===== src/rtl/hazard_pkg.sv =====
// Shared types and constants for the hazard/forwarding descriptor pipeline.
// A descriptor is {we, wa, tNew, wd}; the bubble is the all-zero descriptor.
package hazard_pkg;

  localparam int TNEW_W    = 5;
  localparam int TNEW_LINK = 0;
  localparam int TNEW_ALU  = 1;
  localparam int TNEW_LOAD = 2;

  typedef struct packed {
    logic              we;
    logic [4:0]        wa;
    logic [TNEW_W-1:0] tnew;
    logic [31:0]       wd;
  } stage_desc_t;

  localparam stage_desc_t BUBBLE = '0;

endpackage


===== src/rtl/hazard_stage_reg.sv =====
// One pipeline descriptor register: bubble select, optional saturating tNew
// decrement, and a data mux that keeps the earlier value once tNew has hit 0.
module hazard_stage_reg #(
  parameter int TNEW_W = 5
) (
  input  logic              clk,
  input  logic              reset,
  input  logic              bubble,
  input  logic              dec_en,
  input  logic              prev_we,
  input  logic [4:0]        prev_wa,
  input  logic [TNEW_W-1:0] prev_tnew,
  input  logic [31:0]       wdPrev,
  input  logic [31:0]       wdStage,
  output logic              we,
  output logic [4:0]        wa,
  output logic [TNEW_W-1:0] tnew,
  output logic [31:0]       wd
);
  import hazard_pkg::*;

  logic [TNEW_W-1:0] tnew_next;
  logic [31:0]       wd_next;

  always_comb begin
    tnew_next = prev_tnew;
    if (dec_en && (prev_tnew != '0)) tnew_next = prev_tnew - TNEW_W'(1);
    // A value that already existed upstream must not be replaced by this stage's result.
    wd_next = (prev_tnew == TNEW_W'(TNEW_LINK)) ? wdPrev : wdStage;
  end

  always_ff @(posedge clk) begin
    if (!reset || bubble) begin
      we   <= 1'b0;
      wa   <= 5'd0;
      tnew <= '0;
      wd   <= 32'd0;
    end else begin
      we   <= prev_we;
      wa   <= prev_wa;
      tnew <= tnew_next;
      wd   <= wd_next;
    end
  end

endmodule


===== src/rtl/hazard_info_pipe.sv =====
// Producer side of the hazard interface: carries register-write descriptors
// through IdToEx, ExToMem and MemToWb and drives the GRF write port from WB.
module hazard_info_pipe #(
  parameter int TNEW_W = 5
) (
  input  logic              clk,
  input  logic              reset,
  input  logic              ifStall,
  input  logic              ifFlush,
  input  logic              ifWrGrf_Id,
  input  logic [4:0]        grfWa_Id,
  input  logic [TNEW_W-1:0] tNew_Id,
  input  logic [31:0]       grfWd_Id,
  input  logic [31:0]       aluOut_Ex,
  input  logic [31:0]       dmOut_Mem,
  output logic              ifWrGrf_IdToEx,
  output logic              ifWrGrf_ExToMem,
  output logic              ifWrGrf_MemToWb,
  output logic [4:0]        grfWa_IdToEx,
  output logic [4:0]        grfWa_ExToMem,
  output logic [4:0]        grfWa_MemToWb,
  output logic [TNEW_W-1:0] tNew_IdToEx,
  output logic [TNEW_W-1:0] tNew_ExToMem,
  output logic [TNEW_W-1:0] tNew_MemToWb,
  output logic [31:0]       grfWd_IdToEx,
  output logic [31:0]       grfWd_ExToMem,
  output logic [31:0]       grfWd_MemToWb,
  output logic              grfWe_Wb,
  output logic [4:0]        grfWa_Wb,
  output logic [31:0]       grfWd_Wb
);

  logic id_bubble;
  logic id_we;

  assign id_bubble = ifStall | ifFlush;
  // $0 is never a real destination, so drop its write enable on entry.
  assign id_we     = ifWrGrf_Id & (grfWa_Id != 5'd0);

  hazard_stage_reg #(.TNEW_W(TNEW_W)) u_id_to_ex (
    .clk(clk), .reset(reset), .bubble(id_bubble), .dec_en(1'b0),
    .prev_we(id_we), .prev_wa(grfWa_Id), .prev_tnew(tNew_Id),
    .wdPrev(grfWd_Id), .wdStage(grfWd_Id),
    .we(ifWrGrf_IdToEx), .wa(grfWa_IdToEx), .tnew(tNew_IdToEx), .wd(grfWd_IdToEx)
  );

  hazard_stage_reg #(.TNEW_W(TNEW_W)) u_ex_to_mem (
    .clk(clk), .reset(reset), .bubble(1'b0), .dec_en(1'b1),
    .prev_we(ifWrGrf_IdToEx), .prev_wa(grfWa_IdToEx), .prev_tnew(tNew_IdToEx),
    .wdPrev(grfWd_IdToEx), .wdStage(aluOut_Ex),
    .we(ifWrGrf_ExToMem), .wa(grfWa_ExToMem), .tnew(tNew_ExToMem), .wd(grfWd_ExToMem)
  );

  hazard_stage_reg #(.TNEW_W(TNEW_W)) u_mem_to_wb (
    .clk(clk), .reset(reset), .bubble(1'b0), .dec_en(1'b1),
    .prev_we(ifWrGrf_ExToMem), .prev_wa(grfWa_ExToMem), .prev_tnew(tNew_ExToMem),
    .wdPrev(grfWd_ExToMem), .wdStage(dmOut_Mem),
    .we(ifWrGrf_MemToWb), .wa(grfWa_MemToWb), .tnew(tNew_MemToWb), .wd(grfWd_MemToWb)
  );

  assign grfWe_Wb = ifWrGrf_MemToWb;
  assign grfWa_Wb = grfWa_MemToWb;
  assign grfWd_Wb = grfWd_MemToWb;

endmodule


===== config.mk =====
export PLATFORM = sky130hd
export DESIGN_NAME = hazard_info_pipe
export DESIGN_NICKNAME = d
export VERILOG_FILES = /design/src/rtl/hazard_pkg.sv /design/src/rtl/hazard_stage_reg.sv /design/src/rtl/hazard_info_pipe.sv
export SDC_FILE = /design/constraint.sdc
export NUM_CORES = 1
export LEC_CHECK = 0
export BUFFER_PORTS_ARGS = -buffer_cell sky130_fd_sc_hd__buf_4
export CAP_MARGIN = 20
export CORE_UTILIZATION = 35
export CTS_CLUSTER_SIZE = 10
export DETAILED_ROUTE_END_ITERATION = 8
export GPL_TIMING_DRIVEN = 0
export PLACE_DENSITY = 0.66
export SLEW_MARGIN = 20
export SYNTH_ARGS = -nofsm -noshare
export SYNTH_HDL_FRONTEND = slang
export SYNTH_SLANG_ARGS = --single-unit

===== constraint.sdc =====
create_clock -name clk -period 1.7 [get_ports clk]
set_input_delay 0.085 -clock clk [delete_from_list [all_inputs] [get_ports clk]]
set_output_delay 0.085 -clock clk [all_outputs]
set_load 0.02 [all_outputs]

==> results of run 1 <==
cell usage in the layout, fill, tap and decap left out, drive strengths merged, types with 3 or more instances in the layout:
cell,count
clkbuf,27
dfxtp,129
inv,5
mux2i,68
nand2b,4
nand2,134
bufinv,7
clkinv,3
dlygate4sd3,107
buf,342
and2,54
worst max-delay path by stage:
| stage | depth (start not counted) | from | end | slack [ns] |
|---|---|---|---|---|
| floorplan | 6 | u_ex_to_mem.tnew[0] | u_mem_to_wb.wd[10] | 0.23 |
| global placement | 6 | u_ex_to_mem.tnew[0] | u_mem_to_wb.wd[5] | 0.09 |
| detailed placement | 6 | u_ex_to_mem.tnew[0] | u_mem_to_wb.wd[5] | 0.05 |
| CTS | 6 | u_ex_to_mem.tnew[0] | u_mem_to_wb.wd[5] | 0.03 |
| global route | 6 | u_id_to_ex.tnew[0] | u_ex_to_mem.wd[26] | 0.002 |
| finish | 6 | u_ex_to_mem.tnew[0] | u_mem_to_wb.wd[5] | 0.08 |
power groups by stage:
stage               logic, W  registers, W  clock network, W
floorplan           0.000674       0.00354                 0
global placement     0.00154       0.00335                 0
detailed placement   0.00156       0.00336                 0
CTS                  0.00176       0.00329           0.00427
global route         0.00190       0.00331           0.00442
finish               0.00180       0.00330           0.00420
worst register-to-register path: stages, from the launching register on:
cell,delay (ns)
dfxtp_1,0.36
inv_1,0.08
ha_1,0.21
nor4b_2,0.25
buf_6,0.22
buf_12,0.16
mux2i_2,0.26
state kept, by name (all words and copies together) (netlist names):
register,count
u_id_to_ex.tnew,5
u_ex_to_mem.wd,32
u_ex_to_mem.tnew,5
u_mem_to_wb.tnew,5
u_mem_to_wb.wd,32
u_ex_to_mem.we,1
u_id_to_ex.we,1
u_mem_to_wb.we,1
u_id_to_ex.wd,32
u_ex_to_mem.wa,5
u_id_to_ex.wa,5
u_mem_to_wb.wa,5
kinds of logic (layout without fill, tap and decap cells):
family | after synthesis | in the layout
AND/OR/NAND/NOR | 202 | 202
flip-flops | 129 | 129
buffers and inverters | 72 | 492
multiplexers | 68 | 68
AO/OA/AOI/OAI | 7 | 7
adder cells (fa/ha/maj) | 2 | 2
XOR/XNOR | 2 | 2
routing by layer:
| layer | up-vias | wire, um | GRT usage (%) |
|---|---|---|---|
| met3 | 36 | 1040 | 5.94 |
| met4 | 0 | 442 | 11.3 |
| met2 | 211 | 9030 | 44.7 |
| met1 | 2144 | 6140 | 23.2 |
| li1 | 2316 | - | - |
| met5 | - | 0 | 0 |
timing repair:
| item | in CTS | in global routing |
|---|---|---|
| setup endpoints to repair | 0 | 20 |
| gates resized for setup | 0 | 3 |
| hold buffers | 107 | 0 |
| buffers inserted | 0 | 5 |
| endpoints found under the hold margin | 107 | 0 |
metrics by stage:
step           worst slack (ns)  hold WS [ns]
6_report                 0.0779        0.0314
5_1_grt                 0.00165        0.0363
4_1_cts                  0.0320        0.0178
3_5_place_dp             0.0460         0.290
3_3_place_gp             0.0946         0.289
2_1_floorplan             0.232         0.207
final cells by class:
class	count	area, sq um	area share, %
Buffer	67	513	5.74
Clock buffer	21	450	5.04
Clock inverter	11	233	2.60
Inverter	5	18.8	0.210
Multi-Input combinational cell	281	1740	19.5
Sequential cell	129	2580	28.9
Tap cell	176	220	2.46
Timing Repair Buffer	388	3180	35.6
==> results.txt, run 1 <==
Seq cells post-synth: 129
Post-Synthesis Cells: 482
Maximum vdd drop: 0.719 mV
Largest family of logic cells by synthesized area: simple AND/OR/NAND/NOR gates
Die X: 120 um
# rows: 42
All-Layer GR Usage: 23.4%
Startpoint types: flip-flop
Overall Power: 0.00930 W
FF-to-FF End: u_mem_to_wb.wd[5]
CP Buf/Inv Count: 3
Combinational share of power: 19.4%
WL/cell: 15.4 um
Mux cell area share after synthesis: 14.1%
Grt total ovfl: 0
Placer Congestion: 0.806
WS Path Type: reg -> reg
Sw Ratio: 23.6%
Placed insts: 934
Internal reg-to-reg setup slack: 0.08 ns
Core ar.: 13300 sq um
Adder-cell share of the synthesized area: 0.517%
Crit. End Element: flip-flop
P_int: 0.00710 W
Clk sinks: 129
Antenna violations before repair: 0
Syn avg cell area: 10.0 sq um
Total Neg Setup Slack: 0 ns
Slew Viols, Final: 0
Crit Reg-Reg Startpoint: u_ex_to_mem.tnew[0]
Critical Path AT: 1.94 ns
Crit-path leading delay family: buffers and inverters
Detail-routed via count per cell: 4.37
Buffers on Ports: 276
Cts bufs inserted: 17
Antenna fix cells: 0
Top achievable clock speed: 616 MHz
Min-Delay Path Class: in -> reg
CTS tree: yes
Initial core utilization: 36.3%
Top cell type's share of synthesized area: 53.3%
LEAKAGE: 4.53 nW
Post-synth top flop: dfxtp_1
Largest net degree at the start of global routing: 17
RSZ-0062 raised after global routing: false
Die Ht: 120 um
Worst path required time: 2.02 ns
Period utilisation layout: 95.4%
Final ANT Viol Nets: 0
Global-route wire length before repair: 25.3 mm
Skew-Pair Late Insertion Delay: 0.41 ns
Final hold vios: 0
Post-Synthesis Cell Area: 4840 sq um
Distinct cells, synth: 25
Clk pin slew, worst setup/hold paths: 0.05 ns
Final wirelength: 16.7 mm
Pre-Repair DR Iteration Count: 4
Fill cells: 1017
Max clock buf depth: 2
Area after DPL: 7130 sq um
Final setup violation count: 0
Hold Crit Depth: 3
Sequential-to-total area share from yosys stat: 53.3%
CTS root buf: clkbuf_16
Post-synthesis xor/xnor area fraction: 0.362%
Synth cell count leaders: nand2_1 (134), dfxtp_1 (129), mux2i_1 (68)
Nets: 1002
I/O pin count: 278
Min cycle time layout: 1.62 ns
Leading cell type by number of instances after synthesis: nand2_1
H-tree depth: 4
Synth warn: 0
Crit-path cells: inv_1 -> ha_1 -> nor4b_2 -> buf_6 -> buf_12 -> mux2i_2
P_sw: 0.00219 W
Post-route insts no fill: 1078
Synth Area in Compound Gates: 1.03%
P per Cell Area: 1040 nW/um^2
Synth top area cells: dfxtp_1 (53%), mux2i_1 (14%), nand2_1 (10%)
Synth async-reset ratio: 0%
Vias in the first global route: 5071
Area grow syn2layout: 84.7%
Synth Net Count: 595
Min-Delay Startpoint: ifFlush
Drt first-iter violations: 146
Maximum Capacitance Violations: 0
Die area: 14300 sq um
Clock power share: 45.1%
Rel. slew slack: 71.2%
DRC errors left: 0
Worst-margin pin slew: 0.433 ns
Most area-hungry cell type in the Yosys netlist: dfxtp_1
Sequential share of power: 35.5%
CP max FO: 10
Post-synth EDFFs: 0
Hold Path Sink: u_id_to_ex.wd[10]
Delay of the slowest critical-path stage: 0.36 ns
Skew final: 0.00415 ns
Via count: 4707
Share of cells above drive strength 1: 41.9%
Final instance area: 8940 sq um
Post-detail-place hpwl: 11.6 mm
Post-Synth Simple-Gate Area: 19.7%
Worst reg2reg path depth: 6
Util after Layout: 67.0%
Status: complete, no violations
Crit-path slowest cell: dfxtp_1
No activity file was read; power rests on OpenSTA's default activity.
==> run 2: changes to the inputs <==
ABC_AREA = 1   (was unset)
CTS_BUF_LIST = sky130_fd_sc_hd__clkbuf_8 sky130_fd_sc_hd__clkbuf_16   (was unset)
PLACE_DENSITY = unset   (was 0.66)
==> run 2 against run 1 <==
  * Sequential power is 2% higher
  * Register-to-register slack is essentially flat
  * Largest power group unchanged
  * Cell count increased by 35%
  * Non-clock buffer count increased by 7
  * Hold slack gained 0.020 ns
  * Via count increased by 24%
==> results.txt, run 2 <==
Status: complete, no violations
Synth async-reset ratio: 0%
Synth cell count leaders: inv_1 (259), nand2_1 (157), dfxtp_1 (129)
Crit-path slowest cell: dfxtp_1
P per Cell Area: 944 nW/um^2
Cell count along the critical path: 7
Clk pin slew, worst setup/hold paths: 0.06 ns
Worst path required time: 2.01 ns
Final hold vios: 0
Delay of the slowest critical-path stage: 0.34 ns
Post-Synthesis Cell Area: 5610 sq um
Global-route wire length before repair: 27.9 mm
CTS tree: yes
CP Buf/Inv Count: 3
Synth top area cells: dfxtp_1 (46%), inv_1 (17%), nand2_1 (11%)
Maximum Capacitance Violations: 0
Top achievable clock speed: 619 MHz
Period utilisation layout: 95.0%
Maximum vdd drop: 0.664 mV
Most frequent cells in the layout: buf_4 (315), inv_1 (260), nand2_1 (157)
Overall Power: 0.00907 W
I/O pin count: 278
Skew final: 0.00468 ns
Via count: 5860
# rows: 45
Detail-routed via count per cell: 4.03
Syn avg cell area: 6.80 sq um
Max clock buf depth: 2
WS Path Type: reg -> reg
Critical Path AT: 1.92 ns
Synth Net Count: 938
Area grow syn2layout: 71.3%
Distinct cells, synth: 18
Vias in the first global route: 5648
Die area: 16500 sq um
Drt first-iter violations: 301
Most common cell after layout, fill and taps aside: buf_4
Crit-path leading delay family: buffers and inverters
Postcts setup bufs: 0
Crit-path cells: inv_1 -> ha_1 -> buf_2 -> clkbuf_4 -> nand4_1 -> nand2_1 -> nor2_1
Internal reg-to-reg setup slack: 0.09 ns
Post-synth top flop: dfxtp_1
Total Neg Setup Slack: 0 ns
Final wirelength: 17.7 mm
Post-Synthesis Cells: 825
Post-synth EDFFs: 0
Leading cell type by number of instances after synthesis: inv_1
H-tree depth: 4
Min cycle time layout: 1.61 ns
Die Ht: 129 um
Worst Setup SP: u_ex_to_mem.tnew[0]
RSZ-0062 raised after global routing: false
Placer Congestion: 0.775
FF-to-FF End: u_mem_to_wb.wd[25]
Hold Crit Depth: 3
Share of cells above drive strength 1: 30.3%
Skew-Pair Late Insertion Delay: 0.41 ns
Cts bufs inserted: 17
Synth warn: 0
Sequential-to-total area share from yosys stat: 46.1%
Crit. End Element: flip-flop
Crit Reg-Reg Startpoint: u_ex_to_mem.tnew[0]
Core ar.: 15400 sq um
Area after DPL: 7950 sq um
Fill cells: 1415
Util after Layout: 62.3%
Most area-hungry cell type in the Yosys netlist: dfxtp_1
Final setup violation count: 0
Top cell type's share of synthesized area: 46.1%
Worst-margin pin slew: 0.573 ns
Final ANT Viol Nets: 0
Post-detail-place hpwl: 12.9 mm
Slew Viols, Final: 0
CP max FO: 10
Final instance area: 9610 sq um
Die X: 129 um
Startpoint types: flip-flop
Pre-Repair DR Iteration Count: 5
All-Layer GR Usage: 22.0%
Antenna violations before repair: 0
Worst reg2reg path depth: 7
Clk sinks: 129
Antenna fix cells: 0
Seq cells post-synth: 129
Biggest regs: u_ex_to_mem.wd: 32 flops, u_id_to_ex.wd: 32 flops, u_mem_to_wb.wd: 32 flops
CP endpoint: u_mem_to_wb.wd[25]
Nets: 1342
CTS root buf: clkbuf_16
Buffers on Ports: 277
WL/cell: 12.2 um
Initial core utilization: 36.3%
Grt total ovfl: 0
Min-Delay Path Class: in -> reg
Largest net degree at the start of global routing: 17
DRC errors left: 0
LEAKAGE: 5.78 nW
Rel. slew slack: 61.8%
run 2: area by class of cell:
| class | count | area (sq um) | share of cell area [%] |
|---|---|---|---|
| timing repair buffer | 385 | 3160 | 32.9 |
| sequential | 129 | 2580 | 26.9 |
| multi-input combinational | 358 | 1590 | 16.5 |
| inverter | 261 | 980 | 10.2 |
| buffer | 77 | 462 | 4.81 |
| clock buffer | 19 | 453 | 4.72 |
| tap | 211 | 264 | 2.75 |
| clock inverter | 13 | 119 | 1.24 |
run 2: stage by stage:
stage | setup slack (ns) | instances | hold slack, ns
6_report | 0.0856 | 1453 | 0.0514
5_1_grt | 0.0244 | 1453 | 0.0967
4_1_cts | 0.103 | 1453 | 0.0411
3_5_place_dp | 0.115 | 1313 | 0.303
3_3_place_gp | 0.124 | 1313 | 0.300
2_1_floorplan | 0.292 | 825 | 0.197
run 2: repair_timing:
action,CTS,global route
hold buffers,108,0
endpoints found under the setup margin,0,1
hold endpoints to repair,107,0
gates resized for setup,0,1
run 2: power breakdown:
group	switching (W)	internal, W	total [W]
sequential	0.000120	0.00324	0.00336
clock	0.00130	0.00220	0.00350
combinational	0.00114	0.00107	0.00221
total	0.00256	0.00651	0.00907
run 2: metal layers:
metal / GRT usage, % / share of wire [%] / vias up
li1: - / - / 3129
met1: 25.8 / 43 / 2486
met2: 37.6 / 48 / 206
met3: 5.53 / 5.8 / 39
met4: 10.8 / 3.1 / 0
met5: 0 / 0 / -
run 2: worst reg2reg max path: cells and delay by family, from the launching register on:
| family | cells | cell delay [ns] |
|---|---|---|
| simple gates | 3 | 0.35 |
| fa+ha+maj | 1 | 0.20 |
| flops | 1 | 0.34 |
| buf+inv | 3 | 0.62 |
run 2: how the worst min path moves through the flow:
stage | startpoint | to | slack [ns]
floorplan | tNew_Id[0] | u_id_to_ex.tnew[0] | 0.20
global placement | grfWd_Id[24] | u_id_to_ex.wd[24] | 0.30
detailed placement | grfWd_Id[28] | u_id_to_ex.wd[28] | 0.30
CTS | ifStall | u_id_to_ex.wd[8] | 0.04
global route | reset | u_id_to_ex.wd[9] | 0.1
finish | reset | u_id_to_ex.wd[8] | 0.05
run 2: cell families (layout without fill, tap and decap cells):
logic type | count (synthesis) | in the layout | synth area share (%)
fa+ha+maj | 2 | 2 | 0.446
simple gates | 351 | 351 | 27.3
buf+inv | 338 | 755 | 25.7
flops | 129 | 129 | 46.1
compound gates | 5 | 5 | 0.535
==> run 3: changes to the inputs <==
REMOVE_ABC_BUFFERS = 1   (was unset)
==> run 3 against run 2 <==
  * Wire length grew 8.9%
  * Combinational power about the same
  * Global-route usage rose by 1.3 points
  * Via count rose by 0.46%
  * Sequential share of layout area is 0.42 points higher
  * Die area unchanged
  * Highest routed layer unchanged
==> results.txt, run 3 (same netlist as run 2, synthesis figures left out) <==
Status: complete, no violations
Fill cells: 1401
Grt total ovfl: 0
Critical Path AT: 1.91 ns
Global-route wire length before repair: 29.0 mm
# rows: 45
Startpoint types: flip-flop
Detail-routed via count per cell: 4.23
Post-route insts no fill: 1391
Antenna violations before repair: 0
WS Path Type: reg -> reg
Drt first-iter violations: 251
Worst reg2reg path depth: 6
Rel. slew slack: 37.2%
Overall Power: 0.00921 W
Crit-path cells: inv_1 -> ha_4 -> nand3_4 -> nand2_1 -> inv_1 -> nor2_1
Maximum vdd drop: 0.636 mV
Worst path required time: 2.05 ns
Most frequent cells in the layout: buf_4 (282), inv_1 (259), nand2_1 (156)
Min cycle time layout: 1.56 ns
Placer Congestion: 0.763
Crit Reg-Reg Startpoint: u_ex_to_mem.tnew[0]
Final setup violation count: 0
Cts bufs inserted: 17
Min-Delay Path Class: in -> reg
Top achievable clock speed: 641 MHz
Pre-Repair DR Iteration Count: 5
Clk sinks: 129
Initial core utilization: 36.3%
Largest net degree at the start of global routing: 86
Cell count along the critical path: 6
Vias in the first global route: 5597
Most Frequent Cell on Critical Path: inv_1
Max clock buf depth: 2
Delay of the slowest critical-path stage: 0.36 ns
CP Buf/Inv Count: 2
Period utilisation layout: 91.8%
Slew Viols, Final: 0
WL/cell: 13.9 um
Worst-margin pin slew: 0.942 ns
Biggest regs: u_ex_to_mem.wd: 32 flops, u_id_to_ex.wd: 32 flops, u_mem_to_wb.wd: 32 flops
Final ANT Viol Nets: 0
Total Neg Setup Slack: 0 ns
Final wirelength: 19.3 mm
Skew final: 0.00741 ns
RSZ-0062 raised after global routing: false
LEAKAGE: 5.61 nW
CP max FO: 17
Die area: 16500 sq um
Crit-path leading delay family: simple AND/OR/NAND/NOR gates
Most common cell after layout, fill and taps aside: buf_4
P per Cell Area: 974 nW/um^2
All-Layer GR Usage: 23.3%
Die X: 129 um
Clk pin slew, worst setup/hold paths: 0.06 ns
Antenna fix cells: 0
Fin Hold WS: 0.0106 ns
Placed insts: 1239
Die Ht: 129 um
Post-detail-place hpwl: 11.0 mm
DRC errors left: 0
Final hold vios: 0
Buffers on Ports: 277
Crit-path slowest cell: ha_4
I/O pin count: 278
CP endpoint: u_mem_to_wb.wd[18]
Maximum Capacitance Violations: 0
Hold Crit Depth: 5
Nets: 1280
FF-to-FF End: u_mem_to_wb.wd[18]
Via count: 5887
Area grow syn2layout: 68.7%
Worst Setup SP: u_ex_to_mem.tnew[0]
Core ar.: 15400 sq um
Skew-Pair Late Insertion Delay: 0.41 ns
Crit. End Element: flip-flop
Internal reg-to-reg setup slack: 0.14 ns
CTS root buf: clkbuf_16
H-tree depth: 4
Share of cells above drive strength 1: 28.6%
CTS tree: yes
-- run 3: metal layers --
metal	global-route usage (%)	share of wire (%)	vias to the layer above
met3	5.28	5.2	25
li1	-	-	3012
met4	10.0	1.8	0
met5	0	0	-
met1	26.4	42	2652
met2	42.1	51	198
-- run 3: worst min-delay path, stage by stage --
cell and delay, ns:
buf_4 0.07, inv_1 0.03, nand2_1 0.08, inv_1 0.04
nor2_1 0.08
-- run 3: where the power goes --
| group | total, W | internal [W] | leakage, nW | switching (W) |
|---|---|---|---|---|
| clock network | 0.00365 | 0.00222 | 0.283 | 0.00143 |
| logic | 0.00220 | 0.00102 | 4.27 | 0.00118 |
| registers | 0.00336 | 0.00323 | 1.06 | 0.000129 |
-- run 3: area by class of cell --
cell class | count | area [sq um] | area share (%)
Clock inverter | 14 | 158 | 1.67
Tap cell | 211 | 264 | 2.79
Sequential cell | 129 | 2580 | 27.3
Clock buffer | 18 | 439 | 4.64
Multi-Input combinational cell | 362 | 1680 | 17.7
Timing Repair Buffer | 396 | 3350 | 35.5
Inverter | 261 | 985 | 10.4
-- run 3: how the worst min path moves through the flow --
stage                             start                 end  slack [ns]
after floorplan                   reset   u_ex_to_mem.wa[0]        0.18
after global placement     grfWd_Id[14]   u_id_to_ex.wd[14]        0.30
after detailed placement   grfWd_Id[16]   u_id_to_ex.wd[16]        0.30
after CTS                 aluOut_Ex[18]  u_ex_to_mem.wd[18]       0.002
after global routing      aluOut_Ex[18]  u_ex_to_mem.wd[18]        0.02
final                     aluOut_Ex[18]  u_ex_to_mem.wd[18]        0.01
-- run 3: through the flow --
| step | setup slack [ns] | area (sq um) | util (%) |
|---|---|---|---|
| after floorplan | -0.537 | 5150 | - |
| after detailed placement | -0.952 | 7570 | 49.1 |
| after global placement | -1.70 | 7490 | 48.6 |
| after CTS | 0.0106 | 9380 | 60.8 |
| after global routing | 0.0195 | 9460 | 61.3 |
| final | 0.140 | 9460 | 61.3 |
-- run 3: what timing repair did --
action | in CTS | in global routing
buffers inserted | 6 | 4
pin swaps | 4 | 2
hold buffers | 106 | 0
resized for setup | 7 | 2
gates cloned | 4 | 0
setup endpoints to repair | 72 | 53
hold endpoints to repair | 105 | 0
